==> config.mk <==
export PLATFORM = sky130hd
export DESIGN_NAME = fv_rd_req_router
export DESIGN_NICKNAME = d
export VERILOG_FILES = /design/src/rtl/fv_rd_req_router.sv
export SDC_FILE = /design/constraint.sdc
export NUM_CORES = 1
export LEC_CHECK = 0
export ABC_AREA = 0
export CAP_MARGIN = 20
export CORE_MARGIN = 4
export CORE_UTILIZATION = 35
export DETAILED_ROUTE_END_ITERATION = 8
export PLACE_DENSITY = 0.5
export SYNTH_ARGS = -nofsm -noshare
export SYNTH_HDL_FRONTEND = slang
export SYNTH_SLANG_ARGS = --single-unit
==> constraint.sdc <==
create_clock -name clk -period 3.9 [get_ports clk]
set_input_delay 0.78 -clock clk [delete_from_list [all_inputs] [get_ports clk]]
set_output_delay 0.78 -clock clk [all_outputs]
set_load 0.02 [all_outputs]
==> src/rtl/fv_rd_req_router.sv <==
// FV read-request router: steers PE reads to low-order interleaved banks
// with per-bank round-robin arbitration and a small per-bank request FIFO.
// Optional per-bank conflict counters: define FV_RD_REQ_ROUTER_STATS_EN.
module fv_rd_req_router #(
   parameter int NUM_PE     = 4,
   parameter int NUM_BANKS  = 4,
   parameter int FV_IDX_W   = 8,
   parameter int FIFO_DEPTH = 4,
   parameter int BANK_W     = $clog2(NUM_BANKS),
   parameter int TAG_W      = $clog2(NUM_PE)
) (
   input  logic                                   clk,
   input  logic                                   reset,
   input  logic                                   flush,
   input  logic [NUM_PE-1:0]                      pe_req_valid,
   input  logic [NUM_PE*FV_IDX_W-1:0]             pe_req_idx,
   output logic [NUM_PE-1:0]                      pe_req_ready,
   output logic [NUM_BANKS-1:0]                   bank_req_valid,
   output logic [NUM_BANKS*(FV_IDX_W-BANK_W)-1:0] bank_req_addr,
   output logic [NUM_BANKS*TAG_W-1:0]             bank_req_tag,
   input  logic [NUM_BANKS-1:0]                   bank_req_ready,
`ifdef FV_RD_REQ_ROUTER_STATS_EN
   output logic [NUM_BANKS*16-1:0]                conflict_cnt,
`endif
   output logic [NUM_BANKS-1:0]                   fifo_full
);

   localparam int ADDR_W = FV_IDX_W - BANK_W;
   localparam int PTR_W  = (FIFO_DEPTH > 1) ? $clog2(FIFO_DEPTH) : 1;
   localparam int CNT_W  = $clog2(FIFO_DEPTH + 1);

   logic [BANK_W-1:0] pe_bank   [NUM_PE];
   logic [ADDR_W-1:0] pe_addr   [NUM_PE];

   logic [TAG_W-1:0]  rr_ptr    [NUM_BANKS];
   logic [CNT_W-1:0]  count     [NUM_BANKS];
   logic [PTR_W-1:0]  wr_ptr    [NUM_BANKS];
   logic [PTR_W-1:0]  rd_ptr    [NUM_BANKS];
   logic [ADDR_W-1:0] mem_addr  [NUM_BANKS][FIFO_DEPTH];
   logic [TAG_W-1:0]  mem_tag   [NUM_BANKS][FIFO_DEPTH];

   logic [NUM_PE-1:0]    req_hit  [NUM_BANKS];
   logic [NUM_PE-1:0]    grant;
   logic [NUM_BANKS-1:0] found;
   logic [NUM_BANKS-1:0] push;
   logic [NUM_BANKS-1:0] pop;
   logic [NUM_BANKS-1:0] full;
   logic [TAG_W-1:0]     push_tag  [NUM_BANKS];
   logic [ADDR_W-1:0]    push_addr [NUM_BANKS];

   // Split each PE index into bank select (low bits) and bank-local line.
   always_comb begin
      for (int p = 0; p < NUM_PE; p++) begin
         pe_bank[p] = pe_req_idx[p*FV_IDX_W +: BANK_W];
         pe_addr[p] = pe_req_idx[p*FV_IDX_W+BANK_W +: ADDR_W];
      end
   end

   // Per-bank round-robin pick: first requester at or after rr_ptr.
   always_comb begin
      logic [TAG_W-1:0] sel;
      grant = '0;
      found = '0;
      sel   = '0;
      for (int b = 0; b < NUM_BANKS; b++) begin
         push_tag[b]  = '0;
         push_addr[b] = '0;
         req_hit[b]   = '0;
         for (int p = 0; p < NUM_PE; p++) begin
            req_hit[b][p] = pe_req_valid[p] &&
                            (pe_bank[p] == BANK_W'(b));
         end
         for (int k = 0; k < NUM_PE; k++) begin
            sel = TAG_W'((int'(rr_ptr[b]) + k) % NUM_PE);
            if (!found[b] && req_hit[b][sel]) begin
               found[b]     = 1'b1;
               grant[sel]   = 1'b1;
               push_tag[b]  = sel;
               push_addr[b] = pe_addr[sel];
            end
         end
      end
   end

   // Handshake: ready only from registered fullness, never from bank ready.
   always_comb begin
      for (int b = 0; b < NUM_BANKS; b++) begin
         full[b] = (count[b] == CNT_W'(FIFO_DEPTH));
         bank_req_valid[b] = (count[b] != '0);
         push[b] = found[b] && !full[b] && !flush && reset;
         pop[b]  = bank_req_valid[b] && bank_req_ready[b] && !flush;
      end
      for (int p = 0; p < NUM_PE; p++) begin
         pe_req_ready[p] = grant[p] && !full[pe_bank[p]] &&
                           !flush && reset;
      end
   end

   assign fifo_full = full;

   // Head entry toward each bank controller, zeroed while empty.
   always_comb begin
      bank_req_addr = '0;
      bank_req_tag  = '0;
      for (int b = 0; b < NUM_BANKS; b++) begin
         if (bank_req_valid[b]) begin
            bank_req_addr[b*ADDR_W +: ADDR_W] = mem_addr[b][rd_ptr[b]];
            bank_req_tag[b*TAG_W +: TAG_W]    = mem_tag[b][rd_ptr[b]];
         end
      end
   end

   // FIFO occupancy, pointers and arbitration pointers.
   always_ff @(posedge clk) begin
      for (int b = 0; b < NUM_BANKS; b++) begin
         if (!reset || flush) begin
            count[b]  <= '0;
            wr_ptr[b] <= '0;
            rd_ptr[b] <= '0;
            rr_ptr[b] <= '0;
         end else begin
            if (push[b]) begin
               wr_ptr[b] <= (wr_ptr[b] == PTR_W'(FIFO_DEPTH - 1)) ?
                            '0 : wr_ptr[b] + 1'b1;
               rr_ptr[b] <= TAG_W'((int'(push_tag[b]) + 1) % NUM_PE);
            end
            if (pop[b]) begin
               rd_ptr[b] <= (rd_ptr[b] == PTR_W'(FIFO_DEPTH - 1)) ?
                            '0 : rd_ptr[b] + 1'b1;
            end
            case ({push[b], pop[b]})
               2'b10:   count[b] <= count[b] + 1'b1;
               2'b01:   count[b] <= count[b] - 1'b1;
               default: count[b] <= count[b];
            endcase
         end
      end
   end

   // FIFO storage; payload needs no reset since outputs gate on valid.
   always_ff @(posedge clk) begin
      for (int b = 0; b < NUM_BANKS; b++) begin
         if (push[b]) begin
            mem_addr[b][wr_ptr[b]] <= push_addr[b];
            mem_tag[b][wr_ptr[b]]  <= push_tag[b];
         end
      end
   end

`ifdef FV_RD_REQ_ROUTER_STATS_EN
   logic [15:0]          conf_q   [NUM_BANKS];
   logic [NUM_BANKS-1:0] conf_hit;

   // A bank is contended when 2+ PEs want it or a request meets a full FIFO.
   always_comb begin
      for (int b = 0; b < NUM_BANKS; b++) begin
         conf_hit[b] = ($countones(req_hit[b]) >= 2) ||
                       ((|req_hit[b]) && full[b]);
      end
   end

   // Saturating per-bank contention counters.
   always_ff @(posedge clk) begin
      for (int b = 0; b < NUM_BANKS; b++) begin
         if (!reset || flush) begin
            conf_q[b] <= '0;
         end else if (conf_hit[b] && (conf_q[b] != 16'hFFFF)) begin
            conf_q[b] <= conf_q[b] + 16'd1;
         end
      end
   end

   // Flatten the counters onto the output bus.
   always_comb begin
      for (int b = 0; b < NUM_BANKS; b++) begin
         conflict_cnt[b*16 +: 16] = conf_q[b];
      end
   end
`endif

endmodule

==> results of run 1 <==
-- flip-flops by register name, summed over array words and instances (netlist names) --
register  count
count        12
mem_addr     96
mem_tag      32
rd_ptr        8
rr_ptr        8
wr_ptr        8
-- critical path, delay by kind of cell --
kind,cells,cell delay (ns)
buffers and inverters,6,0.94
and+or+nand+nor,2,0.30
AOI/OAI and AO/OA,4,0.99
-- cells by family after synthesis --
logic type / synth area share, %
buffers and inverters: 5.32
adders and majority gates: 6.23
and+or+nand+nor: 12.0
xor gates and xnor gates: 0.354
muxes: 25.8
AOI/OAI and AO/OA: 10.5
DFF: 39.8
-- cell usage in the layout (no fill, tap or decap), types with 8 or more instances in the layout --
| cell type | count |
|---|---|
| clkdlybuf4s50_1 | 70 |
| a22oi_1 | 23 |
| clkbuf_16 | 17 |
| buf_4 | 162 |
| nor3_1 | 12 |
| nand3b_1 | 8 |
| nand4_1 | 8 |
| ha_1 | 58 |
| a222oi_1 | 8 |
| nand3_1 | 17 |
| edfxtp_1 | 164 |
| nor2_1 | 54 |
| and2_1 | 46 |
| mux4_2 | 120 |
| mux2i_1 | 33 |
| o221ai_1 | 9 |
| nor2b_1 | 11 |
| o21ai_0 | 35 |
| a21oi_1 | 32 |
| a211oi_1 | 20 |
| buf_2 | 9 |
| nor4_1 | 8 |
| inv_1 | 67 |
| nand2_1 | 55 |
| mux2_2 | 12 |
| o211ai_1 | 8 |
-- power groups by stage --
stage	clock (mW)	sequential, mW	combinational [mW]
2_1_floorplan	0	2.14	1.11
3_3_place_gp	0	2.17	1.76
3_5_place_dp	0	2.17	1.77
4_1_cts	1.68	2.13	1.79
5_1_grt	1.76	2.14	1.96
6_report	1.64	2.13	1.82
-- layout make-up --
cell class / count / area [um^2] / share of cell area, %
timing repair buffer: 252 / 2100 / 13.7
clock buffer: 18 / 429 / 2.79
tap: 455 / 569 / 3.70
clock inverter: 14 / 129 / 0.838
inverter: 70 / 263 / 1.71
multi-input combinational: 693 / 6960 / 45.3
sequential: 164 / 4920 / 32.0
-- stage by stage --
step	std cells	hold slack (ns)	cell area [um^2]	util, %
2_1_floorplan	1022	0.548	12400	-
3_3_place_gp	1622	0.575	14600	42.1
3_5_place_dp	1622	0.597	14600	42.1
4_1_cts	1660	0.608	15300	44.1
5_1_grt	1666	0.640	15400	44.3
6_report	1666	0.608	15400	44.3
-- repair_timing --
| action | CTS | global route |
|---|---|---|
| pin swaps | 8 | 14 |
| buffers inserted | 6 | 6 |
| gates resized for setup | 68 | 37 |
| endpoints found under the setup margin | 4 | 4 |
-- cell usage after synthesis (all sizes together) (8+ instances only) --
master and n:
a22oi 24, nor3 13, and2 47, mux2i 34, ha 60, and3 8, nand3 18, o211ai 8
a21oi 33, nor2 55, nor3b 8, mux2 12, a211oi 26, nand3b 8, inv 70, nand4 8
o21ai 39, o221ai 10, nand2 56, mux4 120, a222oi 8, clkbuf 71, edfxtp 164, buf 24
nor4 11, nor2b 12, and3b 8
-- final timing paths --
path / start / to / slack (ns) / cells after the start
setup / recovery: pe_req_valid[0] / pe_req_ready[2] / 0.1 / 12
hold / removal: count[2][0] / count[2][0] / 0.61 / 1
setup reg to reg: rr_ptr[0][0] / count[0][2] / 0.73 / 15
hold reg to reg: count[2][0] / count[2][0] / 0.61 / 1
-- metal layers --
layer / wire length (um) / up-vias / global-route usage, %
li1: - / 4341 / -
met1: 17600 / 4819 / 29.3
met2: 17900 / 365 / 31.0
met3: 2410 / 42 / 3.35
met4: 673 / 0 / 5.59
met5: 0 / - / 0
==> results.yml, run 1 <==
floorplan:
  start_util_pct: 35.6
  die_w_um: 196
  core_region_area_um2: 34700
  die_area_um2: 38400
  fp-row-count: 68
  ios: 87
  die_h_um: 196
synthesis:
  avgSynthCellArea_um2: 12.1
  yosys-top-cells-area: "edfxtp_1 (40%), mux4_2 (22%), ha_1 (6.1%)"
  syn_nets: 1126
  synthArstFlopShare_pct: 0
  synth_edf_count: 164
  syn_area_um2: 12400
  ys_types: 67
  synth_ff_type: "edfxtp_1"
  yosysTopAreaCellShare_pct: 39.8
  synth_seq_area_share_pct: 39.8
  yosys.area.top_type: "edfxtp_1"
  synth-seq-cells: 164
  yosysWarningCount: 0
  synthCells: 1022
timing:
  setup_viol: 0
  setup_ws_ns: 0.0999
  timing.setup.tns_ns: 0
  rsz0062_at_grt: "yes"
  hold_viol: 0
  drv_slew: 0
  final.period_utilization_pct: 97.4
  maxSlewHeadroom_pct: 36.3
  finalCriticalPeriod_ns: 3.80
  clock_skew_ns: 0.0129
  fmax_ghz: 0.263
  worst_slew_pin_slew_ns: 0.946
cts:
  numCtsBuffers: 17
  clk_pin_slew_worst_paths_ns: 0.07
  cts_root_buf: "clkbuf_16"
  cts_hold_buf: 0
  cts_tree: "yes"
  cts_sinks: 164
  clk_latency_ns: 0.45
  htree_levels: 4
  cts_buffer_depth: 2
final_layout:
  drive_gt1_share_pct: 32.7
  antennaDiodeCount: 0
  final.fill_count: 3255
  nets: 1302
  syn_to_final_growth_pct: 24.4
hold_path:
  hold_class: "reg2reg"
routing:
  drtPass1Iterations: 8
  vias: 9567
  drt_wl_total_um: 38600
  drt_iter0_markers: 981
  routedWlPerCell_um: 23.1
  via_per_inst: 5.74
  route.detailed.drc: 0
  ant_nets: 0
flow_run:
  maxCapViolations: 0
critical_path:
  required_ns: 3.12
  cp-start-kind: "input pin"
  crit_top_cell: "buf_4"
  path_max_fanout: 7
  worst_path_max_delay_cell: "a211o_4"
  arrival_ns: 3.02
  max_stage_delay_ns: 0.34
  path_class: "in2out"
  critPathCaptureType: "output port"
  crit_chain: "buf_2 -> buf_4 -> nand3b_1 -> buf_4 -> o211ai_1 -> buf_4 -> buf_4 -> a211o_4 -> o21ai_0 -> nor4_2 -> a211oi_2 -> buf_4"
place:
  place_hpwl_um: 28700
  dp_slack_ns: -0.852
  io_buffer_count: 86
  gp_congestion: 0.957
grt:
  grt_pass1_wl_um: 59100
  gr-total-overflow: 0
  grt_usage_pct: 20.0
  grt_pass1_vias: 9481
  antenna_found_initial: 0
  grt_max_degree: 42
pwr:
  leakage_nw: 5.55
  vdd_drop_max_mv: 0.310
  power_frac_clock_pct: 29.4
  seqPwrFrac_pct: 38.1
  power.switching_mw: 1.78
  switching_share_pct: 31.9
  powerDensity_nw_per_um2: 364
  p_total_mw: 5.59
  p_int_mw: 3.81
  combPwrFrac_pct: 32.5
outcome:
  status: "finished clean"
No activity file was read; power rests on OpenSTA's default activity.
==> inputs of run 2 (changes only) <==
--- a/config.mk
+++ b/config.mk
@@ -10,7 +10,7 @@
 export CORE_MARGIN = 4
 export CORE_UTILIZATION = 35
 export DETAILED_ROUTE_END_ITERATION = 8
-export PLACE_DENSITY = 0.5
+export SKIP_CTS_REPAIR_TIMING = 1
 export SYNTH_ARGS = -nofsm -noshare
 export SYNTH_HDL_FRONTEND = slang
 export SYNTH_SLANG_ARGS = --single-unit
==> results.yml, run 2 (synthesis results as in run 1) <==
outcome:
  status: "complete, but fails checks"
  violations: "design-rule violations"
pwr:
  powerDensity_nw_per_um2: 365
  vdd_drop_max_mv: 0.306
  switching_share_pct: 32.6
  leakage_nw: 5.49
  power.switching_mw: 1.81
  p_int_mw: 3.74
  seqPwrFrac_pct: 38.4
  power_frac_clock_pct: 29.8
  combPwrFrac_pct: 31.8
grt:
  grt_pass1_vias: 9436
  antenna_found_initial: 0
  grt_max_degree: 42
  gr-total-overflow: 0
  grt_usage_pct: 19.2
  grt_pass1_wl_um: 57000
floorplan:
  start_util_pct: 35.6
  core_region_area_um2: 34700
  die_w_um: 196
  fp-row-count: 68
  die_h_um: 196
  ios: 87
  die_area_um2: 38400
cts:
  numCtsBuffers: 17
  clk_pin_slew_worst_paths_ns: 0.07
  htree_levels: 4
  clk_latency_ns: 0.44
  cts_tree: "yes"
  cts_buffer_depth: 2
  cts_sinks: 164
  cts_root_buf: "clkbuf_16"
timing:
  clock_skew_ns: 0.0130
  timing.setup.tns_ns: 0
  drv_slew: 0
  final.period_utilization_pct: 98.9
  fmax_ghz: 0.259
  timing.hold.ws_ns: 0.582
  maxSlewHeadroom_pct: 46.6
  hold_viol: 0
  finalCriticalPeriod_ns: 3.86
  setup_viol: 0
  worst_slew_pin_slew_ns: 0.793
final_layout:
  drive_gt1_share_pct: 30.4
  stdcell_area_um2: 15200
  fin_util_pct: 43.8
  syn_to_final_growth_pct: 23.0
  largest_reg_flops: 96
  nets: 1283
  layout_common_cells: "edfxtp_1 (164), buf_4 (139), mux4_2 (120), clkdlybuf4s50_1 (70), inv_1 (67)"
  regArea_um2: 4920
  antennaDiodeCount: 0
  multi_input_area_um2: 6880
  final.fill_count: 3219
  finalNonFillerCells: 1647
  layout_commonest_cell: "edfxtp_1"
routing:
  drt_wl_total_um: 37200
  drt_iter0_markers: 1174
  vias: 9594
  drtPass1Iterations: 9
  routedWlPerCell_um: 22.6
  via_per_inst: 5.83
  route.detailed.drc: 6
  ant_nets: 0
place:
  dp.cells: 1612
  place_hpwl_um: 27600
  gp_congestion: 0.987
  placed_area_um2: 14600
  io_buffer_count: 86
critical_path:
  path_class: "in2out"
  required_ns: 3.12
  arrival_ns: 3.08
  r2r_slack_ns: 0.61
  cp-start-kind: "input pin"
  critPathCaptureType: "output port"
  path_max_fanout: 5
hold_path:
  hold_class: "reg2reg"
flow_run:
  maxCapViolations: 0
==> run 2: changes by cell type in the layout (fill, tap and decap cells not counted), moves of 2 or more <==
cell            before  now
and3_4               4    1
buf_2                9    1
or3b_1               2    4
dlymetal6s2s_1       0    4
o21ai_0             35   33
ha_1                58   60
or3b_4               2    0
clkinv_8             0    3
clkbuf_2             3    9
buf_4              162  139
o21ai_1              4    6
and3_1               4    7
clkinv_2             4    2
a21oi_2              0    2
==> run 2: routing by layer <==
metal | wire length [um] | up-vias | GRT usage [%] | share of wire (%)
li1 | - | 4308 | - | -
met1 | 16400 | 4810 | 27.3 | 44
met2 | 17000 | 420 | 29.9 | 46
met3 | 2780 | 56 | 3.45 | 7.5
met4 | 1020 | 0 | 6.03 | 2.7
met5 | 0 | - | 0 | 0
==> run 2: worst max-delay path, cell delays in order <==
cell and delay, ns:
dlymetal6s2s_1 0.17, and3_1 0.24, mux4_2 0.49, or4_4 0.59
o22ai_1 0.24, nor4_2 0.09, a211oi_2 0.24, buf_2 0.21
==> run 2: layout make-up <==
class                   instances  share of cell area, %
flip-flops and latches        164                   32.4
inverters                      70                   1.73
well taps                     455                   3.74
clock buffers                  17                   2.80
multi-input cells             693                   45.2
clock inverters                15                  0.971
repair buffers                233                   13.2
==> run 2: stage by stage <==
step	setup slack, ns	power (mW)
after CTS	-0.827	5.55
after detailed placement	-0.821	3.90
final	0.0428	5.55
after floorplan	0.0228	3.25
after global placement	-0.811	3.88
after global routing	-0.00384	5.79
==> run 2: power groups by stage <==
| stage | Combinational, mW | Sequential [mW] | Clock, mW |
|---|---|---|---|
| after floorplan | 1.11 | 2.14 | 0 |
| after global placement | 1.71 | 2.17 | 0 |
| after detailed placement | 1.73 | 2.17 | 0 |
| after CTS | 1.74 | 2.13 | 1.68 |
| after global routing | 1.90 | 2.14 | 1.75 |
| final | 1.76 | 2.13 | 1.65 |
==> run 2: path summary, 6_finish.rpt <==
check                       start               to  cells after the start
setup / recovery  pe_req_valid[1]  pe_req_ready[0]                      8
hold / removal        count[2][0]      count[2][0]                      1
setup reg to reg     rr_ptr[0][0]      count[0][0]                     14
hold reg to reg       count[2][0]      count[2][0]                      1
==> inputs of run 3 (changes only) <==
--- a/config.mk
+++ b/config.mk
@@ -10,6 +10,7 @@
 export CORE_MARGIN = 4
 export CORE_UTILIZATION = 35
 export DETAILED_ROUTE_END_ITERATION = 8
+export PLACE_DENSITY = 0.62
 export SKIP_CTS_REPAIR_TIMING = 1
 export SYNTH_ARGS = -nofsm -noshare
 export SYNTH_HDL_FRONTEND = slang
==> results.yml, run 3 (synthesis results as in run 1) <==
critical_path:
  cp-start-kind: "input pin"
  max_stage_delay_ns: 0.51
  crit_chain: "clkbuf_2 -> buf_6 -> nand3b_1 -> mux4_2 -> a211o_1 -> o22a_1 -> o211ai_1 -> nor3_2 -> a211oi_2 -> buf_4"
  path_class: "in2out"
  path_buf_inv: 3
  critical-path-top-delay-family: "compound AO/OA/AOI/OAI gates"
  worst_path_max_delay_cell: "mux4_2"
  path_max_fanout: 6
  critPathCaptureType: "output port"
  arrival_ns: 3.05
  required_ns: 3.12
final_layout:
  final.fill_count: 3227
  layout_commonest_cell: "edfxtp_1"
  nets: 1269
  multi_input_area_um2: 6910
  finalNonFillerCells: 1634
  regArea_um2: 4920
  layout_common_cells: "edfxtp_1 (164), buf_4 (128), mux4_2 (120), clkdlybuf4s50_1 (70), inv_1 (66)"
  drive_gt1_share_pct: 30.3
  syn_to_final_growth_pct: 22.5
  largest_reg_flops: 96
  fin_util_pct: 43.7
timing:
  maxSlewHeadroom_pct: 45.1
  finalCriticalPeriod_ns: 3.83
  setup_viol: 0
  timing.setup.tns_ns: 0
  drv_slew: 0
  final.period_utilization_pct: 98.3
  hold_viol: 0
  fmax_ghz: 0.261
  clock_skew_ns: 0.0156
  worst_slew_pin_slew_ns: 0.815
routing:
  drtPass1Iterations: 8
  route.detailed.drc: 0
  ant_nets: 0
  vias: 9509
  drt_iter0_markers: 1079
  via_per_inst: 5.82
  drt_wl_total_um: 36500
  routedWlPerCell_um: 22.3
outcome:
  status: "finished clean"
grt:
  antenna_found_initial: 2
  grt_pass1_wl_um: 55500
  grt_pass1_vias: 9290
  grt_usage_pct: 18.7
  grt_max_degree: 42
  gr-total-overflow: 0
pwr:
  powerDensity_nw_per_um2: 368
  vdd_drop_max_mv: 0.272
  leakage_nw: 5.40
place:
  place_hpwl_um: 27200
  io_buffer_count: 86
  gp_congestion: 1.00
  dp.cells: 1600
cts:
  cts_buffer_depth: 2
  numCtsBuffers: 17
  htree_levels: 4
  cts_root_buf: "clkbuf_16"
  clk_latency_ns: 0.45
  cts_tree: "yes"
  cts_sinks: 164
  clk_pin_slew_worst_paths_ns: 0.07
floorplan:
  die_w_um: 196
  ios: 87
  die_h_um: 196
  fp-row-count: 68
  start_util_pct: 35.6
  die_area_um2: 38400
  core_region_area_um2: 34700
hold_path:
  hold_class: "reg2reg"
flow_run:
  maxCapViolations: 0
[run 3: changes by cell type in the layout (fill, tap and decap cells not counted), sizes merged]
cell / previous run / this run
buf: 150 / 137
clkbuf: 26 / 29
diode: 0 / 1
bufinv: 0 / 1
clkinvlp: 3 / 2
dlymetal6s2s: 4 / 1
clkinv: 6 / 7
inv: 76 / 74
[run 3: cell type report]
class	instances	area share, %
inverters	70	1.73
repair buffers	219	12.4
multi-input cells	693	45.6
flip-flops and latches	164	32.5
clock inverters	14	1.16
diodes	1	0.0165
clock buffers	18	2.83
well taps	455	3.76
[run 3: path summary, 6_finish.rpt]
| check | startpoint | endpoint | slack (ns) | cells after the start |
|---|---|---|---|---|
| min reg2reg | count[2][0] | count[2][0] | 0.59 | 1 |
| min | count[2][0] | count[2][0] | 0.59 | 1 |
| max reg2reg | rr_ptr[0][1] | count[0][1] | 0.70 | 13 |
| max | pe_req_idx[0] | pe_req_ready[1] | 0.07 | 10 |
[run 3: report_power, final]
group	switching (mW)	internal [mW]	total [mW]
logic	0.939	0.810	1.75
registers	0.0560	2.08	2.13
clock network	0.788	0.915	1.70
[run 3: metal layers]
| metal | vias to the layer above | global-route usage [%] | share of wire, % |
|---|---|---|---|
| met5 | - | 0 | 0.036 |
| met4 | 2 | 6.03 | 2.7 |
| met3 | 48 | 4.86 | 8.9 |
| met2 | 422 | 28.5 | 46 |
| met1 | 4768 | 26.2 | 42 |
| li1 | 4269 | - | - |
[run 3: per-stage QoR]
step	area (um^2)	power [mW]	setup WS, ns	hold WS, ns
3_5_place_dp	14500	3.89	-0.862	0.584
4_1_cts	15100	5.60	-0.866	0.596
2_1_floorplan	12400	3.25	0.0228	0.548
5_1_grt	15200	5.83	-0.0271	0.614
3_3_place_gp	14500	3.86	-0.815	0.566
6_report	15200	5.58	0.0674	0.593
